## src/rtl/jtbubl_romslot.sv

```systemverilog
// rtl/jtbubl_romslot.sv - graphics ROM fetch responder with a 2-entry word cache
//
// Serves rom_cs/rom_addr requests from the video engine out of a two-entry
// tag cache of DW-bit words. A miss issues a single word request to the SDRAM
// controller, fills the least-recently-used entry and then serves it as a hit.
//
// Ports:
//   clk, rst            system clock, synchronous active-high reset
//   rom_cs, rom_addr    requester strobe and word address
//   rom_ok, rom_data    returned word, valid for the current rom_addr
//   sdram_req/addr      request to the SDRAM controller (16-bit-word address)
//   sdram_ack           controller accepted the request
//   data_rdy, data_read one-cycle data strobe and word from SDRAM

module jtbubl_romslot #(
    parameter int             AW     = 18,
    parameter int             DW     = 32,
    parameter int             SDW    = 22,
    parameter logic [SDW-1:0] OFFSET = 22'h10000
) (
    input  logic           clk,
    input  logic           rst,
    input  logic           rom_cs,
    input  logic [AW-1:0]  rom_addr,
    output logic           rom_ok,
    output logic [DW-1:0]  rom_data,
    output logic           sdram_req,
    output logic [SDW-1:0] sdram_addr,
    input  logic           sdram_ack,
    input  logic           data_rdy,
    input  logic [DW-1:0]  data_read
);

    typedef enum logic [1:0] {
        IDLE = 2'd0,
        REQ  = 2'd1,
        WAIT = 2'd2,
        FILL = 2'd3
    } state_t;

    state_t          state;
    logic [AW-1:0]   tag0, tag1;
    logic [DW-1:0]   data0, data1;
    logic            valid0, valid1;
    logic            lru;
    logic [AW-1:0]   req_addr;
    logic [DW-1:0]   fill_data;
    logic            ok_r;
    logic [AW-1:0]   last_addr;

    logic            hit0, hit1, hit;
    logic [SDW-1:0]  next_addr;

    always_comb begin
        hit0      = rom_cs & valid0 & (tag0 == rom_addr);
        hit1      = rom_cs & valid1 & (tag1 == rom_addr);
        hit       = hit0 | hit1;
        // Word address doubled into 16-bit units; wraps modulo 2^SDW.
        next_addr = OFFSET + SDW'({rom_addr, 1'b0});
    end

    // ok_r refers to the address seen last cycle; masking with the address
    // compare keeps rom_ok low during the cycle a new address is presented.
    assign rom_ok = rom_cs & ok_r & (rom_addr == last_addr);

    always_ff @(posedge clk) begin
        if (rst) begin
            state      <= IDLE;
            tag0       <= '0;
            tag1       <= '0;
            data0      <= '0;
            data1      <= '0;
            valid0     <= 1'b0;
            valid1     <= 1'b0;
            lru        <= 1'b0;
            req_addr   <= '0;
            fill_data  <= '0;
            ok_r       <= 1'b0;
            last_addr  <= '0;
            rom_data   <= '0;
            sdram_req  <= 1'b0;
            sdram_addr <= '0;
        end else begin
            ok_r      <= hit;
            last_addr <= rom_addr;
            if (hit) begin
                rom_data <= hit0 ? data0 : data1;
                lru      <= hit0;
            end

            case (state)
                IDLE: begin
                    if (rom_cs && !hit) begin
                        req_addr   <= rom_addr;
                        sdram_addr <= next_addr;
                        sdram_req  <= 1'b1;
                        state      <= REQ;
                    end
                end
                REQ: begin
                    if (sdram_ack) begin
                        sdram_req <= 1'b0;
                        if (data_rdy) begin
                            fill_data <= data_read;
                            state     <= FILL;
                        end else begin
                            state <= WAIT;
                        end
                    end
                end
                WAIT: begin
                    if (data_rdy) begin
                        fill_data <= data_read;
                        state     <= FILL;
                    end
                end
                FILL: begin
                    if (lru) begin
                        tag1   <= req_addr;
                        data1  <= fill_data;
                        valid1 <= 1'b1;
                    end else begin
                        tag0   <= req_addr;
                        data0  <= fill_data;
                        valid0 <= 1'b1;
                    end
                    // Placed after the hit update so the new fill is MRU.
                    lru   <= ~lru;
                    state <= IDLE;
                end
                default: state <= IDLE;
            endcase
        end
    end

endmodule

```

## config.mk

```make
export PLATFORM = sky130hd
export DESIGN_NAME = jtbubl_romslot
export DESIGN_NICKNAME = d
export VERILOG_FILES = /design/src/rtl/jtbubl_romslot.sv
export SDC_FILE = /design/constraint.sdc
export NUM_CORES = 1
export LEC_CHECK = 0
export BUFFER_PORTS_ARGS = -buffer_cell sky130_fd_sc_hd__buf_2
export CAP_MARGIN = 20
export CORE_MARGIN = 10
export CORE_UTILIZATION = 55
export CTS_BUF_LIST = sky130_fd_sc_hd__clkbuf_8
export DETAILED_ROUTE_END_ITERATION = 10
export MAX_ROUTING_LAYER = met4
export PLACE_DENSITY = 0.76
export RECOVER_POWER = 100
export SLEW_MARGIN = 20
export SYNTH_ARGS = -nofsm -noshare
export SYNTH_HDL_FRONTEND = slang
export SYNTH_SLANG_ARGS = --single-unit
```

## constraint.sdc

```tcl
create_clock -name clk -period 3.1 [get_ports clk]
set_input_delay 0.31 -clock clk [delete_from_list [all_inputs] [get_ports clk]]
set_output_delay 0.31 -clock clk [all_outputs]
set_load 0.05 [all_outputs]
```

==> results.toml, run 1 <==
[outcome]
run_status = "complete, but fails checks"
failed_checks = "max-capacitance violations, max-slew violations"

[critical_path]
type_of_the_worst_setup_path = "reg -> reg"
path_max_fanout = 24
crit_path_start_kind = "register"
worst-endpoint-required_ps = 3410
timing.critical_path.slowest_stage_cell = "or4_1"
crit_path_arrival_time_ps = 2930
cp_slowest_stage_delay_ps = 560
crit_family = "simple AND/OR/NAND/NOR gates"
cp-end-kind = "register"
number_of_buffers_and_inverters_on_the_critical_path = 0
timing.critical_path.cells = "xor2_1, nor4_1, nand4_1, or4_1, nand4_4, mux2i_1, nor2_1"

[logic_synthesis]
netlist.area_leader.share_pct = 49.45
synthesis.instances = 990
synth_area_per_cell_um2 = 8.628
synth.top_cells.by_count = "nand2_1 (274), dfxtp_1 (211), a21oi_1 (138)"
synth.lib_cells_used.distinct = 39
yosys_register_bits = 211
netlist_top_cells_area = "dfxtp_1 (49%), nand2_1 (12%), a21oi_1 (8.1%), mux2i_1 (6.2%), xor2_1 (5.1%)"
yosysMostFrequentCell = "nand2_1"
synth.largest_area_cell = "dfxtp_1"
ys.flop_type = "dfxtp_1"
async_flop_share_pct = 0
synthesis.yosys.warnings = 0
netlist_area_um2 = 8542
synth.yosys.seq_area_share_pct = 49.45
count_of_flip_flops_with_a_built_in_enable_after_synthesis = 0

[layout]
layout-drive-gt1-share_pct = 11.91
finish.net_count = 1122
filler_cell_count = 1388
area_growth_pct = 11.79
n_antenna_cell = 0

[clocking]
tritoncts_num_sinks = 211
tritoncts = "yes"
post-cts-setup-buffers = 0
cts-root-buf = "clkbuf_8"
worst_skew_pair.late_latency_ps = 520
post_cts_resize_count = 0
cts_max_level = 2
cts_made_buffers = 35
clk_transition_reported_paths_ps = 60
cts-hold-fix-buffers = 0
cts-root-to-sink-buffers = 3

[detailed_routing]
antenna_violating_nets_post_route = 0
detailedRoute.firstIterationViolations = 391
dr.pass1.iters = 4
wirelength_um = 20130
drc = 0
via_per_inst = 5.204
detail_route.wl_per_cell_um = 15.84
vias = 6614

[timing]
rsz0062_at_grt = "false"
layout_worst_path_cycle_share_pct = 84.62
finalHoldViolations = 0
timing.fmax_mhz = 381.2
finish_stage_setup_viols = 0
worst_max_slew_pin_slew_ps = 2107
slew_headroom_pct = -40.44
finalMaxSlewViolations = 157
timing.setup.tns_ps = 0
worst_clock_skew_ps = 24.65
layout_min_cycle_time_ps = 2623
worst_hold_slack_ps = 30.77

[grt]
grt_antenna_before_repair = 0
largest_net_degree_at_the_start_of_global_routing = 100
grt.total_usage_pct = 19.95
grt_overflow_total = 0
global_route_wire_length_before_repair_um = 32690
vias_in_the_first_global_route = 6497

[floorplan]
placementRows = 45
floorplan.initialDensity_pct = 56.19
num_io_pins = 111
core_region_area_um2 = 15200
floorplan.die_area_um2 = 20910
dieHeight_um = 144.6
die_w_um = 144.6

[placed_design]
place.detailed.hpwl_um = 13080
numPortBuffers = 107
place.gp.congestion = 0.9084

[power_and_ir_drop]
power_density_nw_per_um2 = 652.4
leakagePower_nw = 3.473
ir_worst_vdd_uv = 260.2

[worst_hold_path]
hold_class = "in -> reg"

[job]
max-cap-violations = 3
flip-flops by register name, indices dropped and copies added (netlist names), 2 cells and up:
signal and cells:
last_addr 18, rom_data 32, data0 32, state 2, tag0 18, data1 32, tag1 18, req_addr 18
sdram_addr 4, fill_data 32
final timing paths:
path	slack, ps	startpoint	depth (start not counted)	endpoint
setup / recovery	480	tag0[7]$_SDFFE_PP0P_	7	req_addr[12]$_SDFFE_PP0P_
hold / removal	30	data_read[23]	3	fill_data[23]$_SDFFE_PP0P_
setup reg to reg	480	tag0[7]$_SDFFE_PP0P_	7	req_addr[12]$_SDFFE_PP0P_
hold reg to reg	450	sdram_addr[19]$_SDFFE_PP0P_	2	sdram_addr[19]$_SDFFE_PP0P_
logic make-up after synthesis:
| kind of cell | count (synthesis) | synth area share [%] |
|---|---|---|
| mux | 54 | 6.342 |
| simple gates | 400 | 19.95 |
| flops | 211 | 49.45 |
| xor+xnor | 55 | 5.639 |
| other cells | 1 | 0.04390 |
| buf+inv | 90 | 5.508 |
| fa+ha+maj | 5 | 0.7324 |
| compound gates | 174 | 12.33 |
area by class of cell:
type | count | area (um2) | share of cell area [%]
Tap cell | 188 | 235.2 | 2.463
Clock buffer | 40 | 550.5 | 5.765
Clock inverter | 18 | 72.57 | 0.7600
Inverter | 5 | 18.77 | 0.1965
Sequential cell | 211 | 4224 | 44.23
Timing Repair Buffer | 118 | 625.6 | 6.551
Multi-Input combinational cell | 691 | 3822 | 40.03
per-stage QoR:
stage	setup WS [ps]	cells	utilization (%)	power (mW)	instance area (um2)
detailed placement	584.7	1213	59.51	4.110	9046
global route	292.8	1271	62.81	6.537	9549
finish	476.9	1271	62.81	6.230	9549
floorplan	373.9	992	-	3.868	8549
CTS	570.6	1271	63.60	6.303	9669
global placement	619.7	1213	59.51	4.091	9046
where the power goes:
part | switching [mW] | total [mW] | internal, mW
sequential | 0.131 | 3.01 | 2.87
clock | 1.03 | 2.20 | 1.17
combinational | 0.715 | 1.02 | 0.309
cells in the final DEF, fill, tap and decap left out, types with 3 or more instances in the layout:
cell type,synthesis,routed
nand2_1,274,273
dfxtp_1,211,211
a21oi_1,138,138
nor2_1,63,63
buf_2,4,54
mux2i_1,53,53
clkbuf_1,49,52
xor2_1,50,50
clkbuf_8,0,40
inv_1,5,21
nor4_1,16,18
nor2b_1,18,17
a211oi_1,12,16
a211oi_2,19,15
buf_12,0,6
xnor2_1,5,5
ha_1,5,5
nand3_1,4,4
nand2b_1,4,4
nor3_1,3,4
buf_4,24,4
nand4_1,3,3
or3_1,3,3
conb_1,1,3
per-layer routing:
metal | up-vias | share of wire [%] | global-route usage [%] | wire length, um
met4 | 0 | 1.9 | 6.117 | 377
met3 | 32 | 5.6 | 4.526 | 1135
met1 | 3041 | 47 | 26.29 | 9541
li1 | 3387 | - | - | -
met5 | - | 0 | - | 0
met2 | 154 | 45 | 29.93 | 9080
worst min-delay path, delay by kind of cell:
kind	cells	cell delay, ps
buffers and inverters	1	90
AO/OA/AOI/OAI	1	50
AND/OR/NAND/NOR	1	40
Note: power is estimated with default switching activity, not from simulation.
==> inputs of run 2 (changes only) <==
- CORE_UTILIZATION: 55 -> 54
- PLACE_DENSITY: 0.76 -> 0.78
- clock period: 3.1 -> 2.15 ns (I/O delays scaled with it)
==> results.toml, run 2 (synthesis gave the netlist of run 1 again) <==
[outcome]
run_status = "complete, but fails checks"
failed_checks = "negative setup slack"

[clocking]
tritoncts_num_sinks = 211
tritoncts = "yes"
worst_skew_pair.late_latency_ps = 520
clk_transition_reported_paths_ps = 50
cts_made_buffers = 34
cts_max_level = 2
cts-root-to-sink-buffers = 3
cts-root-buf = "clkbuf_8"

[critical_path]
timing.critical_path.slowest_stage_cell = "nor4_1"
worst-endpoint-required_ps = 1930
crit_path_arrival_time_ps = 1990
crit_path_start_kind = "register"
type_of_the_worst_setup_path = "reg -> out"
path_max_fanout = 1
worstSetupStartpoint = "last_addr[15]$_SDFF_PP0_"
critical_path.reg2reg.startpoint = "tag0[13]$_SDFFE_PP0P_"
timing.critical_path.cells = "xor2_1, nor4_1, nand3_1, nor4_2, buf_4"
cp-end-kind = "primary output"
cp_slowest_stage_delay_ps = 420

[floorplan]
num_io_pins = 111
dieHeight_um = 145.8
die_w_um = 145.8
placementRows = 45
core_region_area_um2 = 15370
floorplan.die_area_um2 = 21250
floorplan.initialDensity_pct = 55.57

[power_and_ir_drop]
power_report.internal_total_mw = 6.493
net-switching-power_mw = 2.813
clkPwrFrac_pct = 35.1
power.share.switching_pct = 30.22
ir_worst_vdd_uv = 495.8
power_density_nw_per_um2 = 890.0
p_seq_share_pct = 46.7
leakagePower_nw = 3.824
power.share.combinational_pct = 18.2
p_total_mw = 9.306

[detailed_routing]
drc = 0
detailedRoute.firstIterationViolations = 615
via_per_inst = 5.310
wirelength_um = 22390
dr.pass1.iters = 6
vias = 7221
antenna_violating_nets_post_route = 0
detail_route.wl_per_cell_um = 16.46

[timing]
slew_headroom_pct = 47.32
finalHoldViolations = 0
worst_max_slew_pin_slew_ps = 790.1
timing.fmax_mhz = 453.6
timing.setup.tns_ps = -210.9
finish_stage_setup_viols = 10
layout_worst_path_cycle_share_pct = 102.5
finalMaxSlewViolations = 0
final.setup.worst_slack_ps = -54.41
worst_clock_skew_ps = 17.97
rsz0062_at_grt = "true"
layout_min_cycle_time_ps = 2204

[grt]
global_route_wire_length_before_repair_um = 35760
grt_antenna_before_repair = 1
largest_net_degree_at_the_start_of_global_routing = 64
grt.total_usage_pct = 20.63
grt_overflow_total = 0
vias_in_the_first_global_route = 6954

[layout]
finalCoreUtilization_pct = 68.03
layout-drive-gt1-share_pct = 16.81
final_cell_count_no_fill = 1360
finish.net_count = 1190
area_growth_pct = 22.41
most_common_library_cell_in_the_layout_ignoring_fill_and_taps = "nand2_1"
most-common-layout-cells = "nand2_1 (273), dfxtp_1 (207), a21oi_1 (137)"

[placed_design]
place.gp.congestion = 0.9151
placed_instances = 1266
numPortBuffers = 107
place.detailed.hpwl_um = 13930
dpl_worst_slack_ps = -43.23

[worst_hold_path]
hold_class = "in -> reg"
worst_hold_startpoint = "rom_addr[13]"

[job]
max-cap-violations = 0
==> run 2: changes by cell type in the layout (fill, tap and decap cells not counted), sizes merged <==
cell	previous run	this run
dlygate4sd3	0	35
buf	64	92
clkbuf	94	101
inv	21	14
bufbuf	0	1
clkinv	1	2
diode	0	1
==> run 2: cell type report <==
cell class | count | area (um2)
inverter | 5 | 18.77
fill | 1242 | 4915
multi-input combinational | 691 | 3963
clock inverter | 12 | 51.30
antenna | 1 | 2.502
clock buffer | 42 | 578.1
sequential | 211 | 4229
tap | 211 | 264.0
timing repair buffer | 187 | 1350
==> run 2: worst paths after layout <==
check | endpoint | cells after the start | slack, ps
worst min register to register | data0[31]$_SDFFE_PP0P_ | 2 | 450
worst max register to register | rom_data[10]$_SDFFE_PP0P_ | 8 | -30
worst min-delay path | last_addr[13]$_SDFF_PP0_ | 2 | 30
worst max-delay path | rom_ok | 5 | -50
==> run 2: power by group through the flow <==
stage / logic (mW) / clock network (mW) / registers (mW)
floorplan: 1.15 / 0 / 4.43
CTS: 1.66 / 3.30 / 4.34
global placement: 1.58 / 0 / 4.41
global route: 1.84 / 3.47 / 4.37
detailed placement: 1.61 / 0 / 4.42
finish: 1.70 / 3.27 / 4.34
==> run 2: routing by layer <==
layer / routed length, um / global-route usage (%) / vias to the layer above / share of wire (%)
li1: - / - / 3524 / -
met2: 10240 / 31.23 / 273 / 46
met4: 513 / 7.482 / 0 / 2.3
met5: 0 / - / - / 0
met1: 9984 / 26.27 / 3378 / 45
met3: 1652 / 4.905 / 46 / 7.4
==> run 2: timing repair <==
item                       in CTS  in global routing
hold buffers                   35                  0
pin swaps                       2                  5
setup endpoints to repair      12                 56
buffers inserted                1                  0
hold endpoints to repair       35                  0
gates cloned                    1                  2
gates resized for setup         5                 16
==> run 2: critical path, delay by kind of cell, from the launching register on <==
| kind | cells | cell delay (ps) |
|---|---|---|
| AND/OR/NAND/NOR | 3 | 780 |
| flip-flops | 1 | 300 |
| buffers and inverters | 1 | 230 |
| XOR/XNOR | 1 | 170 |
==> run 2: stage by stage <==
step                      instance area (um2)  hold slack, ps
after floorplan                          8556           343.2
after global placement                   9369           439.7
after detailed placement                 9369           444.2
after CTS                               10410           1.971
after global routing                    10460           19.56
final                                   10460           28.94
==> inputs of run 3 (changes only) <==
- CORE_UTILIZATION: 54 -> 55
- PLACE_DENSITY: 0.78 -> 0.76
- clock period: 2.15 -> 2.6 ns (I/O delays scaled with it)
==> results.toml, run 3 (synthesis gave the netlist of run 1 again) <==
[outcome]
run_status = "complete, but fails checks"
failed_checks = "max-capacitance violations, max-slew violations"

[power_and_ir_drop]
p_total_mw = 7.852
power.share.combinational_pct = 16.2
power_density_nw_per_um2 = 785.2
p_seq_share_pct = 45.7
leakagePower_nw = 3.634
power.share.switching_pct = 29.42
net-switching-power_mw = 2.311
clkPwrFrac_pct = 38.2
ir_worst_vdd_uv = 408.9
power_report.internal_total_mw = 5.542

[layout]
n_antenna_cell = 0
filler_cell_count = 1288
area_growth_pct = 17.08
area_of_combinational_cells_with_multiple_inputs_um2 = 3814
layout-drive-gt1-share_pct = 13.23
seqCellArea_um2 = 4224
most_common_library_cell_in_the_layout_ignoring_fill_and_taps = "nand2_1"
final_cell_count_no_fill = 1307
most-common-layout-cells = "nand2_1 (273), dfxtp_1 (211), a21oi_1 (138)"
finish.net_count = 1159

[critical_path]
path_max_fanout = 34
cp_slowest_stage_delay_ps = 770
r2r.worst_path.cells = 5
timing.critical_path.slowest_stage_cell = "buf_2"
crit_path_start_kind = "register"
levels_on_crit_path = 5
crit-reg2reg-capture = "lru$_SDFFE_PP0P_"
critical_path.reg2reg.startpoint = "state[1]$_SDFFE_PP0P_"
timing.critical_path.cells = "ha_1, nand2b_1, buf_2, o21a_1, nor2_1"
rrSetupSlack_ps = 170
crit_family = "buffers and inverters"
crit_path_arrival_time_ps = 2760
number_of_buffers_and_inverters_on_the_critical_path = 1
critPathCapture = "lru$_SDFFE_PP0P_"
type_of_the_worst_setup_path = "reg -> reg"
worst-endpoint-required_ps = 2930
worstSetupStartpoint = "state[1]$_SDFFE_PP0P_"
cp-end-kind = "register"

[timing]
finalMaxSlewViolations = 86
worst_clock_skew_ps = 25.24
finalHoldViolations = 0
finish_stage_setup_viols = 0
worst_max_slew_pin_slew_ps = 1941
slew_headroom_pct = -29.42
timing.fmax_mhz = 411.3
rsz0062_at_grt = "false"
timing.setup.tns_ps = 0
final.setup.worst_slack_ps = 168.8
layout_worst_path_cycle_share_pct = 93.51
layout_min_cycle_time_ps = 2431

[detailed_routing]
dr.pass1.iters = 6
detail_route.wl_per_cell_um = 15.91
via_per_inst = 5.318
antenna_violating_nets_post_route = 0
drc = 0
vias = 6950
detailedRoute.firstIterationViolations = 573
wirelength_um = 20790
dr.max_layer_used = "met4"
route.met3.wl_um = 1123
routed-wl-met2_um = 9813
drt-met1-wl_um = 9515

[clocking]
clk_transition_reported_paths_ps = 60
worst_skew_pair.late_latency_ps = 530
cts-root-to-sink-buffers = 3
tritoncts = "yes"
cts_made_buffers = 36
cts-root-buf = "clkbuf_8"
tritoncts_num_sinks = 211
cts_max_level = 2

[worst_hold_path]
hold_class = "in -> reg"
min_path_cells = 3

[floorplan]
dieHeight_um = 144.6
num_io_pins = 111
floorplan.initialDensity_pct = 56.19
die_w_um = 144.6
core_region_area_um2 = 15200
placementRows = 45
floorplan.die_area_um2 = 20910

[placed_design]
place.detailed.hpwl_um = 13270
place.gp.congestion = 0.9339
dpl_worst_slack_ps = 301.0
numPortBuffers = 107
placed_instances = 1221

[grt]
vias_in_the_first_global_route = 6730
global_route_wire_length_before_repair_um = 33710
grt.total_usage_pct = 20.27
grt_antenna_before_repair = 0
largest_net_degree_at_the_start_of_global_routing = 87
grt_overflow_total = 0

[job]
max-cap-violations = 1
run 3: metrics by stage:
stage / util [%] / area, um2 / hold slack [ps]
6_report: 65.79 / 10000 / 18.21
3_3_place_gp: 60.35 / 9175 / 438.1
4_1_cts: 66.99 / 10180 / 1.590
2_1_floorplan: - / 8556 / 388.2
3_5_place_dp: 60.35 / 9175 / 444.2
5_1_grt: 65.79 / 10000 / 14.94
run 3: final cells by class:
class	count	share of cell area, %
flip-flops and latches	211	42.24
repair buffers	154	9.809
inverters	5	0.1877
clock buffers	47	6.468
clock inverters	11	0.8132
multi-input cells	691	38.13
well taps	188	2.352
run 3: worst min-delay path by stage:
| stage | from | end | slack (ps) |
|---|---|---|---|
| 2_1_floorplan | rom_addr[0] | last_addr[0]$_SDFF_PP0_ | 390 |
| 3_3_place_gp | sdram_addr[19]$_SDFFE_PP0P_ | sdram_addr[19]$_SDFFE_PP0P_ | 440 |
| 5_1_grt | data_read[29] | fill_data[29]$_SDFFE_PP0P_ | 10 |
| 4_1_cts | data_read[29] | fill_data[29]$_SDFFE_PP0P_ | 2 |
| 3_5_place_dp | sdram_addr[19]$_SDFFE_PP0P_ | sdram_addr[19]$_SDFFE_PP0P_ | 440 |
| 6_report | data_read[29] | fill_data[29]$_SDFFE_PP0P_ | 20 |
run 3: power by group through the flow:
stage | clock network [mW] | logic (mW) | registers (mW)
after floorplan | 0 | 0.952 | 3.66
after global placement | 0 | 1.27 | 3.65
after detailed placement | 0 | 1.29 | 3.65
after CTS | 3.04 | 1.33 | 3.58
after global routing | 3.17 | 1.38 | 3.61
final | 3.00 | 1.27 | 3.59
run 3: metal layers:
layer | global-route usage, % | up-vias
met1 | 25.72 | 3277
met5 | - | -
met2 | 31.84 | 172
met3 | 4.231 | 34
li1 | - | 3467
met4 | 6.330 | 0
run 3: repair_timing:
item                      CTS  global route
hold endpoints to repair   28             0
resized for setup           0             0
buffers inserted            0             0
hold buffers               28             0
run 3: worst register-to-register path, stage by stage (launching register included):
cell      delay [ps]
dfxtp_1          360
ha_1             260
nand2b_1         620
buf_2            770
o21a_1           220
nor2_1            30
